### config.mk
export PLATFORM = sky130hd
export DESIGN_NAME = clk_divider_multi
export DESIGN_NICKNAME = d
export VERILOG_FILES = /design/src/rtl/clk_div_pkg.sv /design/src/rtl/clk_div_channel.sv /design/src/rtl/clk_divider_multi.sv
export SDC_FILE = /design/constraint.sdc
export NUM_CORES = 1
export LEC_CHECK = 0
export CAP_MARGIN = 25
export CORE_MARGIN = 3
export CORE_UTILIZATION = 45
export DETAILED_ROUTE_END_ITERATION = 8
export PLACE_DENSITY_LB_ADDON = 0.2
export SYNTH_ARGS = -nofsm -noshare
export SYNTH_HDL_FRONTEND = slang
export SYNTH_SLANG_ARGS = --single-unit
### constraint.sdc
create_clock -name clk -period 7.26 [get_ports clk]
set_input_delay 0.726 -clock clk [delete_from_list [all_inputs] [get_ports clk]]
set_output_delay 0.726 -clock clk [all_outputs]
set_load 0.02 [all_outputs]
### src/rtl/clk_div_pkg.sv
// Shared definitions for the multi-channel clock divider.
package clk_div_pkg;

   // Width of the channel-select field; never narrower than one bit.
   function automatic int ch_width(input int n);
      return (n <= 2) ? 1 : $clog2(n);
   endfunction

   // What a channel does on a given edge, highest priority first.
   typedef enum logic [2:0] {
      MODE_IDLE,
      MODE_ARM,
      MODE_RESTART,
      MODE_WRAP,
      MODE_COUNT
   } chan_mode_e;

endpackage

### src/rtl/clk_div_channel.sv
// One divider channel: a period counter with a staged divisor that is only
// swapped in at a period boundary, so a reprogram never produces a runt pulse.
module clk_div_channel
   import clk_div_pkg::*;
#(
   parameter int          CNT_W       = 16,
   parameter int unsigned DEFAULT_DIV = 2
) (
   input  logic             clk,
   input  logic             reset,
   input  logic             en,
   input  logic             restart,
   input  logic             we,
   input  logic [CNT_W-1:0] wdata,
   output logic             div_clk,
   output logic             tick,
   output logic             pend
);

   localparam logic [CNT_W-1:0] DEF_DIV = CNT_W'(DEFAULT_DIV);
   localparam logic [CNT_W-1:0] ONE     = CNT_W'(1);
   localparam logic [CNT_W:0]   ONE_X   = (CNT_W + 1)'(1);

   typedef struct packed {
      logic             run;
      logic [CNT_W-1:0] cnt;
      logic [CNT_W-1:0] dact;
      logic [CNT_W-1:0] dpend;
      logic             pvalid;
   } chan_state_t;

   chan_state_t      st;
   chan_state_t      st_n;
   chan_mode_e       mode;
   logic             tick_n;
   logic             div_n;
   logic [CNT_W:0]   high_len;

   // Classify this edge; dact is nonzero whenever the wrap compare is reached.
   always_comb begin
      if (!en || st.dact == '0) begin
         mode = MODE_IDLE;
      end else if (!st.run) begin
         mode = MODE_ARM;
      end else if (restart) begin
         mode = MODE_RESTART;
      end else if (st.cnt == st.dact - ONE) begin
         mode = MODE_WRAP;
      end else begin
         mode = MODE_COUNT;
      end
   end

   // Next state and next outputs; outputs derive from the post-edge count and divisor.
   always_comb begin
      st_n     = st;
      tick_n   = 1'b0;
      div_n    = 1'b0;
      high_len = '0;
      case (mode)
         MODE_IDLE: begin
            st_n.run = 1'b0;
            st_n.cnt = '0;
            if (we) begin
               st_n.dact   = wdata;
               st_n.pvalid = 1'b0;
            end
         end
         MODE_ARM: begin
            st_n.run = 1'b1;
            st_n.cnt = '0;
            if (we) begin
               st_n.dact   = wdata;
               st_n.pvalid = 1'b0;
            end
         end
         MODE_RESTART, MODE_WRAP: begin
            st_n.cnt = '0;
            if (st.pvalid) begin
               st_n.dact   = st.dpend;
               st_n.pvalid = 1'b0;
            end
            if (we) begin
               st_n.dpend  = wdata;
               st_n.pvalid = 1'b1;
            end
         end
         default: begin
            st_n.cnt = st.cnt + ONE;
            if (we) begin
               st_n.dpend  = wdata;
               st_n.pvalid = 1'b1;
            end
         end
      endcase
      if (mode != MODE_IDLE) begin
         high_len = ({1'b0, st_n.dact} + ONE_X) >> 1;
         tick_n   = (st_n.cnt == st_n.dact - ONE);
         div_n    = ({1'b0, st_n.cnt} < high_len);
      end
   end

   // State and output registers with asynchronous active-low reset.
   always_ff @(posedge clk or negedge reset) begin
      if (!reset) begin
         st.run    <= 1'b0;
         st.cnt    <= '0;
         st.dact   <= DEF_DIV;
         st.dpend  <= '0;
         st.pvalid <= 1'b0;
         tick      <= 1'b0;
         div_clk   <= 1'b0;
      end else begin
         st      <= st_n;
         tick    <= tick_n;
         div_clk <= div_n;
      end
   end

   assign pend = st.pvalid;

endmodule

### src/rtl/clk_divider_multi.sv
// Multi-channel programmable clock divider: decodes divisor writes to the
// selected channel and broadcasts restart to every channel.
module clk_divider_multi
   import clk_div_pkg::*;
#(
   parameter int          N_CH        = 4,
   parameter int          CNT_W       = 16,
   parameter int unsigned DEFAULT_DIV = 2
) (
   input  logic                      clk,
   input  logic                      reset,
   input  logic [N_CH-1:0]           en,
   input  logic                      restart,
   input  logic                      cfg_we,
   input  logic [ch_width(N_CH)-1:0] cfg_sel,
   input  logic [CNT_W-1:0]          cfg_div,
   output logic [N_CH-1:0]           div_clk,
   output logic [N_CH-1:0]           tick,
   output logic [N_CH-1:0]           pend
);

   logic [N_CH-1:0] we;

   // One write strobe per channel; selects beyond the last channel hit nothing.
   always_comb begin
      we = '0;
      for (int i = 0; i < N_CH; i++) begin
         we[i] = cfg_we && (int'(cfg_sel) == i);
      end
   end

   for (genvar g = 0; g < N_CH; g++) begin : g_ch
      clk_div_channel #(
         .CNT_W       (CNT_W),
         .DEFAULT_DIV (DEFAULT_DIV)
      ) u_ch (
         .clk     (clk),
         .reset   (reset),
         .en      (en[g]),
         .restart (restart),
         .we      (we[g]),
         .wdata   (cfg_div),
         .div_clk (div_clk[g]),
         .tick    (tick[g]),
         .pend    (pend[g])
      );
   end

endmodule

==> flow_summary.yaml, run 1 <==
cts:
  clk_path_buf_depth: 3
  worstSkewPairLatency_ns: 0.54
  clock_sinks: 208
  cts_tree: "built"
  cts-resized-gates: 0
  cts_hold_buf: 0
  tritoncts.num_buffers: 26
  cts_setup_buffers: 0
  h-tree-depth: 1
  cts.reportedPaths.clkPinSlew_ns: 0.06
  clockRootBuffer: "clkbuf_16"
setup_path:
  worstPathRequired_ns: 7.72
  path_max_fanout: 10
  startpoint: "g_ch[1].u_ch.st[20]$_DFF_PN0_"
  crit_type: "flip-flop to flip-flop"
  path_buf_inv: 1
  critPathSlowestCell: "or4_1"
  critPathLaunchType: "flip-flop"
  cp-end-kind: "flip-flop"
  critical-path-max-stage-delay_ns: 0.68
  arrival_ns: 6.72
  regToRegStartpoint: "g_ch[1].u_ch.st[20]$_DFF_PN0_"
  crit_chain: "or4_1 > nor4_1 > xor2_1 > a32o_1 > o2111a_1 > nor2_1 > a221oi_1 > inv_1 > ha_1 > nand2_1 > nor4_1 > nand2_1 > xor2_1 > ha_1 > a21o_1 > a21oi_1 > nor2b_1 > o21ai_0 > nand2b_1 > a21oi_1 > nor2b_1 > o21ai_0 > nand3_1 > a31oi_1"
  cp_top_family: "simple AND/OR/NAND/NOR gates"
global_route:
  overflow: 0
  grt_pass1_vias: 14800
  grt_pass1_wl_um: 83100
  antenna_found_initial: 0
  grt_usage_pct: 25.1
  grt_max_degree: 82
power_and_ir_drop:
  power_leakage_uw: 0.00753
  swShare_pct: 38.8
  clockPowerShare_pct: 28.8
  p_sw_uw: 1830
  p_comb_share_pct: 37.1
  powerDensity_nw_per_um2: 252
  power_frac_seq_pct: 34.1
  irDropWorstVdd_uv: 186
  intPower_uw: 2880
sta:
  fmax_mhz: 160
  grt_setup_unrepaired: "false"
  tightest_slew_ns: 1.07
  relSlewSlack_pct: 28.3
  tns_ns: 0
  min_period_over_period_pct: 86.1
  setup_viol: 0
  fin_skew_ns: 0.00927
  finalHoldViolCount: 0
  min_period_ns: 6.25
  final.setup.worst_slack_ns: 1.01
  slew_viol_final: 0
drt:
  detail-route-antenna-nets: 0
  drt_iter0_markers: 1069
  wire_per_inst_um: 21.2
  drc: 0
  firstDrtPassIters: 7
  finalWirelength_um: 52600
  vias_per_cell: 6.25
  vias: 15500
logic_synthesis:
  postSynth.asyncResetShare_pct: 100
  synth_cells: 1984
  synth_area_um2: 17200
  syn-mean-instance-area_um2: 8.67
  yosysUniqueCellTypes: 99
  syn_nets: 2086
  synth_flop_cell: "dfrtp_1"
  synth_seq_cells: 208
  synth_warnings: 0
  ys_seq_area_share_pct: 30.3
  synth_edf_count: 0
die:
  die_w_um: 202
  io_pins: 38
  rows: 70
  die_h_um: 202
  dieArea_um2: 40600
  initial_core_util_pct: 46.3
  core_um2: 37100
finish:
  final_cells: 2475
  mostFrequentLayoutCells: "dfrtp_1, nor2_1, xnor2_1"
  nFillCells: 3541
  drive_gt1_share_pct: 10.4
  final_common_cell: "dfrtp_1"
  fin_nets: 2056
  antenna_cells: 0
  areaGrowthSynthToFinish_pct: 8.87
outcome:
  outcome: "completed"
placed_design:
  portBuffers: 37
  place.gp.congestion: 0.914
  dp_hpwl_um: 39700
  numPlacedInstances: 2429
  dp_slack_ns: 0.999
flow_run:
  maxCapViolCount: 0
min_path:
  hold_path_class: "input pin to asynchronous set/reset pin"
==> path summary, 6_finish.rpt <==
check                      cells past startpoint  slack, ns                              end
setup / recovery                              24       1.01   g_ch[1].u_ch.div_clk$_DFF_PN0_
hold / removal                                 1       0.14   g_ch[0].u_ch.div_clk$_DFF_PN0_
setup reg to reg                              24       1.01   g_ch[1].u_ch.div_clk$_DFF_PN0_
hold reg to reg                                2       0.49  g_ch[1].u_ch.st[16]$_DFFE_PN0P_
max in group asynchronous                      2       5.76   g_ch[0].u_ch.st[5]$_DFFE_PN0P_
min in group clk                               2       0.49  g_ch[1].u_ch.st[16]$_DFFE_PN0P_
==> state kept, by name, indices dropped and copies added (netlist names) <==
name,count
g_ch.u_ch.tick,4
g_ch.u_ch.st,196
g_ch.u_ch.pend,4
g_ch.u_ch.div_clk,4
==> kinds of logic after synthesis <==
kind of cell               count (synthesis)  share of synthesized area [%]
adders and majority gates                 76                           5.53
AOI/OAI and AO/OA                        415                           18.1
xor gates and xnor gates                 250                           12.7
DFF                                      208                           30.3
buffers and inverters                    192                           4.76
and+or+nand+nor                          767                           23.7
muxes                                     76                           4.91
==> power by group through the flow <==
stage	registers [µW]	clock network (µW)	logic (µW)
finish	1610	1360	1750
global route	1630	1430	1920
CTS	1600	1380	1730
detailed placement	1620	0	1720
global placement	1620	0	1700
floorplan	1480	0	1380
==> area by class of cell <==
class                   count  area [µm²]  area share (%)
clock buffers              33         708            3.78
clock inverters            12         171           0.915
inverters                  72         270            1.44
multi-input cells        1584       11200            59.7
flip-flops and latches    208        5210            27.8
well taps                 504         631            3.37
repair buffers             62         563            3.01
==> layer usage <==
metal,GRT usage (%),vias to the layer above,share of wire [%]
met5,0,-,0
met4,6.20,0,2.4
met3,3.09,86,6.3
met2,40.9,572,46
met1,35.7,7546,45
li1,-,7257,-
==> through the flow <==
step	cell area [µm²]	power [µW]	hold WS [ns]	utilization [%]
final	18700	4710	0.141	50.4
after global placement	17800	3320	0.472	48.0
after global routing	18700	4980	0.206	50.4
after CTS	18700	4720	0.185	50.4
after floorplan	17200	2860	0.430	-
after detailed placement	17800	3340	0.485	48.0
==> Yosys cell counts, drive strengths merged (63+ instances only) <==
master	instances	share of area (%)
a21oi	80	2.3
inv	70	1.5
o21ai	63	1.8
dfrtp	204	30
xnor2	160	8.1
nand3	91	2.6
ha	76	5.5
xor2	90	4.6
nand2	149	3.3
mux2	67	4.4
nor2	172	3.8
clkbuf	80	1.8
Power figures use the tool's default switching activity.
==> run 2, diff against run 1 <==
HOLD_SLACK_MARGIN = 0.15   (was default)
==> results of run 2 <==
The final DEF is identical to that of run 1; final timing and power are the same.
